==> src/rtl/dmem_arbiter.sv <==
// dmem_arbiter: round-robin arbiter between a CPU and a host/loader requester
// for a byte-wide data memory. Each granted request moves one 32-bit word as
// four big-endian byte beats; accesses that would run past the end of the
// memory complete immediately with an error and never touch the memory.
module dmem_arbiter #(
    parameter int DEPTH  = 76,
    parameter int ADDR_W = 8
) (
    input  logic              CLOCK_50,
    input  logic              reset,

    input  logic              cpu_req,
    input  logic              cpu_we,
    input  logic [ADDR_W-1:0] cpu_addr,
    input  logic [31:0]       cpu_wdata,
    output logic              cpu_ack,
    output logic              cpu_err,
    output logic [31:0]       cpu_rdata,

    input  logic              host_req,
    input  logic              host_we,
    input  logic [ADDR_W-1:0] host_addr,
    input  logic [31:0]       host_wdata,
    output logic              host_ack,
    output logic              host_err,
    output logic [31:0]       host_rdata,

    output logic              mem_en,
    output logic              mem_we,
    output logic [ADDR_W-1:0] mem_addr,
    output logic [7:0]        mem_wdata,
    input  logic [7:0]        mem_rdata,

    output logic              busy
);

    typedef enum logic [1:0] {IDLE, ISSUE, DRAIN, ACK} state_t;

    // Memory size at the widened compare width, so addr+3 never wraps.
    localparam logic [ADDR_W:0] DEPTH_W = (ADDR_W + 1)'(DEPTH);

    state_t            state;
    logic              last_host;   // 1: host received the most recent grant
    logic              sel_host;    // requester owning the current transaction
    logic              cur_we;
    logic [ADDR_W-1:0] cur_addr;
    logic [31:0]       cur_wdata;
    logic [1:0]        beat;
    logic [23:0]       rbuf;        // read bytes 0..2; byte 3 comes straight from memory

    logic              grant_any;
    logic              grant_host;
    logic              req_we;
    logic [ADDR_W-1:0] req_addr;
    logic [31:0]       req_wdata;
    logic [ADDR_W:0]   req_end;
    logic              req_err;
    logic [1:0]        next_beat;

    // Big-endian byte lane select: beat 0 carries bits 31:24.
    function automatic logic [7:0] word_byte(input logic [31:0] w, input logic [1:0] b);
        logic [7:0] r;
        case (b)
            2'd0:    r = w[31:24];
            2'd1:    r = w[23:16];
            2'd2:    r = w[15:8];
            default: r = w[7:0];
        endcase
        return r;
    endfunction

    // Round-robin grant decision and range check of the candidate request.
    // NOTE: every signal driven here gets a value on every path, so no latch is inferred.
    always_comb begin
        grant_any  = cpu_req | host_req;
        grant_host = host_req & (~cpu_req | ~last_host);
        req_we     = grant_host ? host_we    : cpu_we;
        req_addr   = grant_host ? host_addr  : cpu_addr;
        req_wdata  = grant_host ? host_wdata : cpu_wdata;
        req_end    = {1'b0, req_addr} + (ADDR_W + 1)'(3);
        req_err    = (req_end >= DEPTH_W);
        next_beat  = beat + 2'd1;
    end

    assign busy = (state != IDLE);

    // Arbiter FSM with registered memory-side and requester-side outputs.
    // NOTE: all state uses non-blocking assignments so every register sees pre-edge values.
    always_ff @(posedge CLOCK_50) begin
        if (reset) begin
            // NOTE: reset is synchronous; it clears every register including the read buffer.
            state      <= IDLE;
            last_host  <= 1'b1;
            sel_host   <= 1'b0;
            cur_we     <= 1'b0;
            cur_addr   <= '0;
            cur_wdata  <= '0;
            beat       <= '0;
            rbuf       <= '0;
            mem_en     <= 1'b0;
            mem_we     <= 1'b0;
            mem_addr   <= '0;
            mem_wdata  <= '0;
            cpu_ack    <= 1'b0;
            cpu_err    <= 1'b0;
            cpu_rdata  <= '0;
            host_ack   <= 1'b0;
            host_err   <= 1'b0;
            host_rdata <= '0;
        end else begin
            case (state)
                IDLE: begin
                    if (grant_any) begin
                        sel_host  <= grant_host;
                        last_host <= grant_host;
                        cur_we    <= req_we;
                        cur_addr  <= req_addr;
                        cur_wdata <= req_wdata;
                        if (req_err) begin
                            state <= ACK;
                            if (grant_host) begin
                                host_ack   <= 1'b1;
                                host_err   <= 1'b1;
                                host_rdata <= '0;
                            end else begin
                                cpu_ack    <= 1'b1;
                                cpu_err    <= 1'b1;
                                cpu_rdata  <= '0;
                            end
                        end else begin
                            state     <= ISSUE;
                            beat      <= 2'd0;
                            mem_en    <= 1'b1;
                            mem_we    <= req_we;
                            mem_addr  <= req_addr;
                            mem_wdata <= req_we ? word_byte(req_wdata, 2'd0) : 8'h00;
                        end
                    end
                end

                ISSUE: begin
                    // Memory data for the previous beat is valid during this one.
                    if (!cur_we) begin
                        case (beat)
                            2'd1:    rbuf[23:16] <= mem_rdata;
                            2'd2:    rbuf[15:8]  <= mem_rdata;
                            2'd3:    rbuf[7:0]   <= mem_rdata;
                            default: ;
                        endcase
                    end
                    if (beat == 2'd3) begin
                        mem_en    <= 1'b0;
                        mem_we    <= 1'b0;
                        mem_addr  <= '0;
                        mem_wdata <= '0;
                        if (cur_we) begin
                            state <= ACK;
                            if (sel_host) begin
                                host_ack   <= 1'b1;
                                host_err   <= 1'b0;
                                host_rdata <= '0;
                            end else begin
                                cpu_ack    <= 1'b1;
                                cpu_err    <= 1'b0;
                                cpu_rdata  <= '0;
                            end
                        end else begin
                            state <= DRAIN;
                        end
                    end else begin
                        beat      <= next_beat;
                        mem_addr  <= cur_addr + ADDR_W'(next_beat);
                        mem_wdata <= cur_we ? word_byte(cur_wdata, next_beat) : 8'h00;
                    end
                end

                DRAIN: begin
                    // Last read byte arrives now and goes straight to the requester.
                    state <= ACK;
                    if (sel_host) begin
                        host_ack   <= 1'b1;
                        host_err   <= 1'b0;
                        host_rdata <= {rbuf, mem_rdata};
                    end else begin
                        cpu_ack    <= 1'b1;
                        cpu_err    <= 1'b0;
                        cpu_rdata  <= {rbuf, mem_rdata};
                    end
                end

                ACK: begin
                    state      <= IDLE;
                    cpu_ack    <= 1'b0;
                    cpu_err    <= 1'b0;
                    cpu_rdata  <= '0;
                    host_ack   <= 1'b0;
                    host_err   <= 1'b0;
                    host_rdata <= '0;
                end

                default: state <= IDLE;
            endcase
        end
    end

endmodule

==> config.mk <==
export PLATFORM = sky130hd
export DESIGN_NAME = dmem_arbiter
export DESIGN_NICKNAME = d
export VERILOG_FILES = /design/src/rtl/dmem_arbiter.sv
export SDC_FILE = /design/constraint.sdc
export NUM_CORES = 1
export LEC_CHECK = 0
export BUFFER_PORTS_ARGS = -buffer_cell sky130_fd_sc_hd__buf_2
export CORE_MARGIN = 4
export CORE_UTILIZATION = 35
export CTS_BUF_LIST = sky130_fd_sc_hd__clkbuf_4
export DETAILED_ROUTE_END_ITERATION = 7
export PLACE_DENSITY = 0.58
export SLEW_MARGIN = 0
export SYNTH_ARGS = -nofsm -noshare
export SYNTH_HDL_FRONTEND = slang
export SYNTH_SLANG_ARGS = --single-unit
==> constraint.sdc <==
create_clock -name CLOCK_50 -period 5.51 [get_ports CLOCK_50]
set_input_delay 0.8265 -clock CLOCK_50 [delete_from_list [all_inputs] [get_ports CLOCK_50]]
set_output_delay 0.8265 -clock CLOCK_50 [all_outputs]
set_load 0.1 [all_outputs]
# == Word-level counts from Yosys, hierarchy flattened ==
# Cells that the tools add are included.
# word_totals
in_bits,94
reg_bits,157
out_inout_bits,87
wordCells,134
# classes
n_reduce_logical,16
add_sub_neg,3
n_lt_le_gt_ge,1
eq_ne,20
muxes,68
bitwise_logic,6
# op_table
op,count
$mux 32,15
$pmux 32 s4,2
$mux 8,9
$pmux 8 s2,2
$mux 1,25
$ne 2x2->1 const B,12
$pmux 8 s3,1
$pmux 1 s4,4
$reduce_and 7->1,2
$mux 2,6
$reduce_and 3->1,4
$eq 2x2->1 const B,5
$reduce_and 5->1,2
$add 8x2->9 const B,1
$ge 9x7->1 const B,1
$add 8x2->8,1
$pmux 2 s4,1
$reduce_and 4->1,2
$eq 2x1->1 const B,3
$logic_not 2->1,2
$pmux 1 s2,2
$pmux 2 s2,1
$reduce_and 2->1,2
$reduce_bool 2->1,2
4 further kinds,7

# == Longest topological paths before layout ==
# logic_depth
depth_word,9
depth_mapped,10
ltp_nobuf,9

# == Least setup slack after synthesis ==
# No wires, ideal clock.
# synth_path
path_kind,reg-to-reg
startpoint,register state[0]
endpoint,register cpu_rdata[0]
setup_time_ns,0.121
t_arrival_ns,2.583
required_time_ns,5.389
stages_incl_launch_ff,10
setup_slack_ns,2.805
path_buffers,2
cell_sequence,dfxtp_1 inv_1 ha_1 buf_2 inv_1 a22oi_1 a2111oi_2 a22oi_4 buf_12 mux2i_1
# synth_via
elab_chain_len,3
word_cells_on_any_way,13
classes_between,10 x eq/ne; 1 x mux; 2 x reduce/logical
# synth_lines
element,line,rtl
start: declaration,42,state_t state;
start signal: assignment,92,state <= IDLE;
start signal: assignment,120,state <= ACK;
start signal: assignment,131,state <= ISSUE;
$eq 2x1->1 (tied with other cells),111,case (state)
$ne 2x2->1 (no source line),n/a,
$reduce_and 7->1 (no source line),n/a,
end signal: assignment,187,"cpu_rdata <= {rbuf, mem_rdata};"
end: declaration,18,"output logic [31:0] cpu_rdata,"
# Several ways; a longest one is shown, not always the timed one.
# A chain may end at the register's enable or synchronous reset.

# == Final worst setup path ==
# layout_path
startpoint,register state[0]
endpoint,register cpu_rdata[4]
# Same word-level chain as after synthesis.

==> metrics.md <==
| Metric | Value |
|---|---|
| Max Cap Viol | `0` |
| Cell family with most CP delay | `compound AO/OA/AOI/OAI gates` |
| Run status | `complete, no violations` |
| Reg-to-reg startpoint | `state[0]` |
| Area Overhead vs Synth | `16.9%` |
| Initial antenna violation count | `1` |
| CTS tree | `built` |
| Number of global-route vias before repair | `6340` |
| Placed inst area | `8350 um^2` |
| Clock root buffer master | `clkbuf_4` |
| CTS resizes | `0` |
| Rel. slew slack | `33.3%` |
| CP peak stage delay | `640 ps` |
| Pwr Total | `4.15 mW` |
| Setup crit end kind | `flop` |
| Place WS | `2070 ps` |
| Dpl cells | `1238` |
| Hold path start | `cpu_ack` |
| Hold path cells | `2` |
| Wl on met1 | `9700 um` |
| Cell count after synthesis | `855` |
| DR iter-0 viols | `428` |
| Setup TNS | `0 ps` |
| Top layer in use | `met4` |
| Die Ht | `154 um` |
| Post-synth top cells | `183 x nand2_1, 157 x dfxtp_1, 75 x nand3_1` |
| Residual DRC count | `0` |
| Core Box Area | `20600 um^2` |
| Tcrit/Tclk final | `60.0%` |
| Syn avg cell area | `8.67 um^2` |
| Final GP Congestion | `0.800` |
| Hold Buf Count CTS | `0` |
| Row cnt | `52` |
| Global-route wire length before repair | `33900 um` |
| Post-DP HPWL | `14900 um` |
| H-tree depth | `4` |
| Final instance area | `8670 um^2` |
| Clock slew at reported path FFs | `150 ps` |
| Tmin final | `3310 ps` |
| Crit-path cells | `inv_1 > ha_1 > inv_1 > a22oi_1 > a2111oi_2 > a22oi_4 > buf_4 > mux2i_1` |
| Fmax | `302 MHz` |
| Most common flop cell mapped by yosys | `dfxtp_1` |
| Finished Core Util | `42.2%` |
| Min Hold Slack | `463 ps` |
| Final Non-Filler Cells | `1271` |
| P per Cell Area | `478 nW/um^2` |
| Hold Crit Class | `reg -> reg` |
| Postcts setup bufs | `0` |
| Register area share after synthesis | `42.4%` |
| Most frequent cell after synthesis | `nand2_1` |
| Largest net degree at the start of global routing | `89` |
| Setup Skew | `32.6 ps` |
| Share of cells above drive strength 1 | `24.3%` |
| Setup Viol. Count Final | `0` |
| Drt total wl | `21000 um` |
| Avg WL per Cell | `16.6 um` |
| Cell area after synthesis | `7420 um^2` |
| Worst-Skew Late Latency | `580 ps` |
| DRT antenna net count | `0` |
| Final worst setup slack | `2200 ps` |
| Distinct cells, synth | `66` |
| Max-slew violations | `0` |
| Critical Path RT | `6020 ps` |
| Synth Net Count | `962` |
| Initial core utilization | `36.1%` |
| Share of the synthesized area in the top cell type | `42.4%` |
| Clock Sinks | `157` |
| Total stage count of the critical path | `8` |
| Number of vias per cell | `5.22` |
| WL met3 | `1340 um` |
| Final Hold Viols | `0` |
| Yosys warnings | `0` |
| CP Max Fanout | `19` |
| Most used cell, CP | `inv_1` |
| Hold endpoint | `cpu_ack` |
| Yosys top cell by area | `dfxtp_1` |
| Fill count | `2146` |
| Die area | `23600 um^2` |
| GRT overflow | `0` |
| Worst setup SP type | `flop` |
| Worst-Margin Slew | `1000 ps` |
| EDFF count, synth | `0` |
| Nets | `1094` |
| Gr usage total | `17.5%` |
| Die width | `154 um` |
| Unrepaired setup endpoints after global routing | `no` |
| Leak pwr | `3.74 nW` |
| Top post-synthesis cells by area | `dfxtp_1 42%, mux2i_1 9.9%, nand2_1 9.3%` |
| CP bufs+invs | `3` |
| Worst R2R Setup Slack | `2200 ps` |
| Worst-case reg-to-reg path depth | `8` |
| CP arrival | `3810 ps` |
| Met2 WL post-DR | `9780 um` |
| Vias post-DR | `6637` |
| FF+latch count, synth | `157` |
| CTS Buf Count | `17` |
| Pre-antenna DRT Iters | `7` |
| Crit-path slowest cell | `ha_1` |
| # port buffers | `180` |
| Worst vdd ir | `278 uV` |
| Synth async-reset ratio | `0%` |
| Crit Reg-Reg Endpoint | `cpu_rdata[4]` |
| Clk buf depth | `2` |
| WS Path Type | `reg -> reg` |
| Io pins | `181` |
worst max-delay path by stage:
| stage | start | to | slack, ps |
|---|---|---|---|
| global route | state[0] | cpu_rdata[8] | 2020 |
| finish | state[0] | cpu_rdata[4] | 2200 |
| detailed placement | host_req | host_rdata[3] | 2070 |
| CTS | state[0] | cpu_rdata[7] | 2240 |
| floorplan | state[0] | cpu_rdata[0] | 2810 |
| global placement | host_req | host_rdata[25] | 2110 |
layout make-up:
type                       instances  area [um^2]  area share [%]
antenna                            1         2.50          0.0289
clock buffer                      17          128            1.47
clock inverter                    15          188            2.16
inverter                          14         53.8           0.620
multi-input combinational        606         3840            44.2
sequential                       157         3140            36.2
tap                              270          338            3.90
timing repair buffer             191          983            11.3
registers in the layout, indices dropped and copies added (netlist names), 2 cells and up:
| signal | count |
|---|---|
| mem_addr | 8 |
| rbuf | 24 |
| cpu_rdata | 32 |
| cur_wdata | 32 |
| beat | 2 |
| host_rdata | 32 |
| cur_addr | 8 |
| state | 2 |
| mem_wdata | 8 |
logic make-up (layout without fill, tap and decap cells):
kind of cell             count (synthesis)  after routing  share of synthesized area (%)
flip-flops                             157            157                           42.4
adder cells (fa/ha/maj)                 13             13                           2.29
multiplexers                            74             74                           10.2
AND/OR/NAND/NOR                        344            344                           20.0
XOR/XNOR                                 5              5                          0.590
other                                    0              1                              0
buffers and inverters                   92            237                           6.18
AO/OA/AOI/OAI                          170            170                           18.4
routing by layer:
layer	global-route usage [%]	vias up
met2	27.5	211
met1	24.1	3106
li1	-	3306
met4	4.42	0
met3	4.72	14
met5	0	-
worst reg2reg max path: stages, from the launching register on:
cell	delay [ps]
dfxtp_1	390
inv_1	100
ha_1	640
inv_1	310
a22oi_1	410
a2111oi_2	110
a22oi_4	640
buf_4	440
mux2i_1	220
report_power, final:
part / total [mW] / leakage (nW) / internal [mW] / switching (mW)
clock: 0.732 / 0.163 / 0.218 / 0.514
combinational: 1.96 / 2.30 / 0.600 / 1.36
sequential: 1.45 / 1.28 / 1.32 / 0.133
total: 4.15 / 3.74 / 2.14 / 2.01
cell usage in the layout (no fill, tap or decap), types with 3 or more instances in the layout:
cell type	count
nand2_1	183
buf_2	180
dfxtp_1	157
nand3_1	75
mux2i_1	73
nor2_1	53
a21oi_1	35
a311oi_1	33
clkbuf_4	17
inv_1	13
ha_1	12
a221oi_1	11
a211oi_1	11
buf_4	11
a31o_1	10
a21o_1	9
a222oi_1	8
o21ai_0	7
nand2b_1	6
o21ai_1	6
clkinv_8	6
inv_8	5
nand4_1	4
xnor2_1	4
a211oi_2	4
and3_1	4
a31oi_1	4
o211a_1	3
o311ai_0	3
o22ai_1	3
nand3b_1	3
Power figures use the tool's default switching activity.
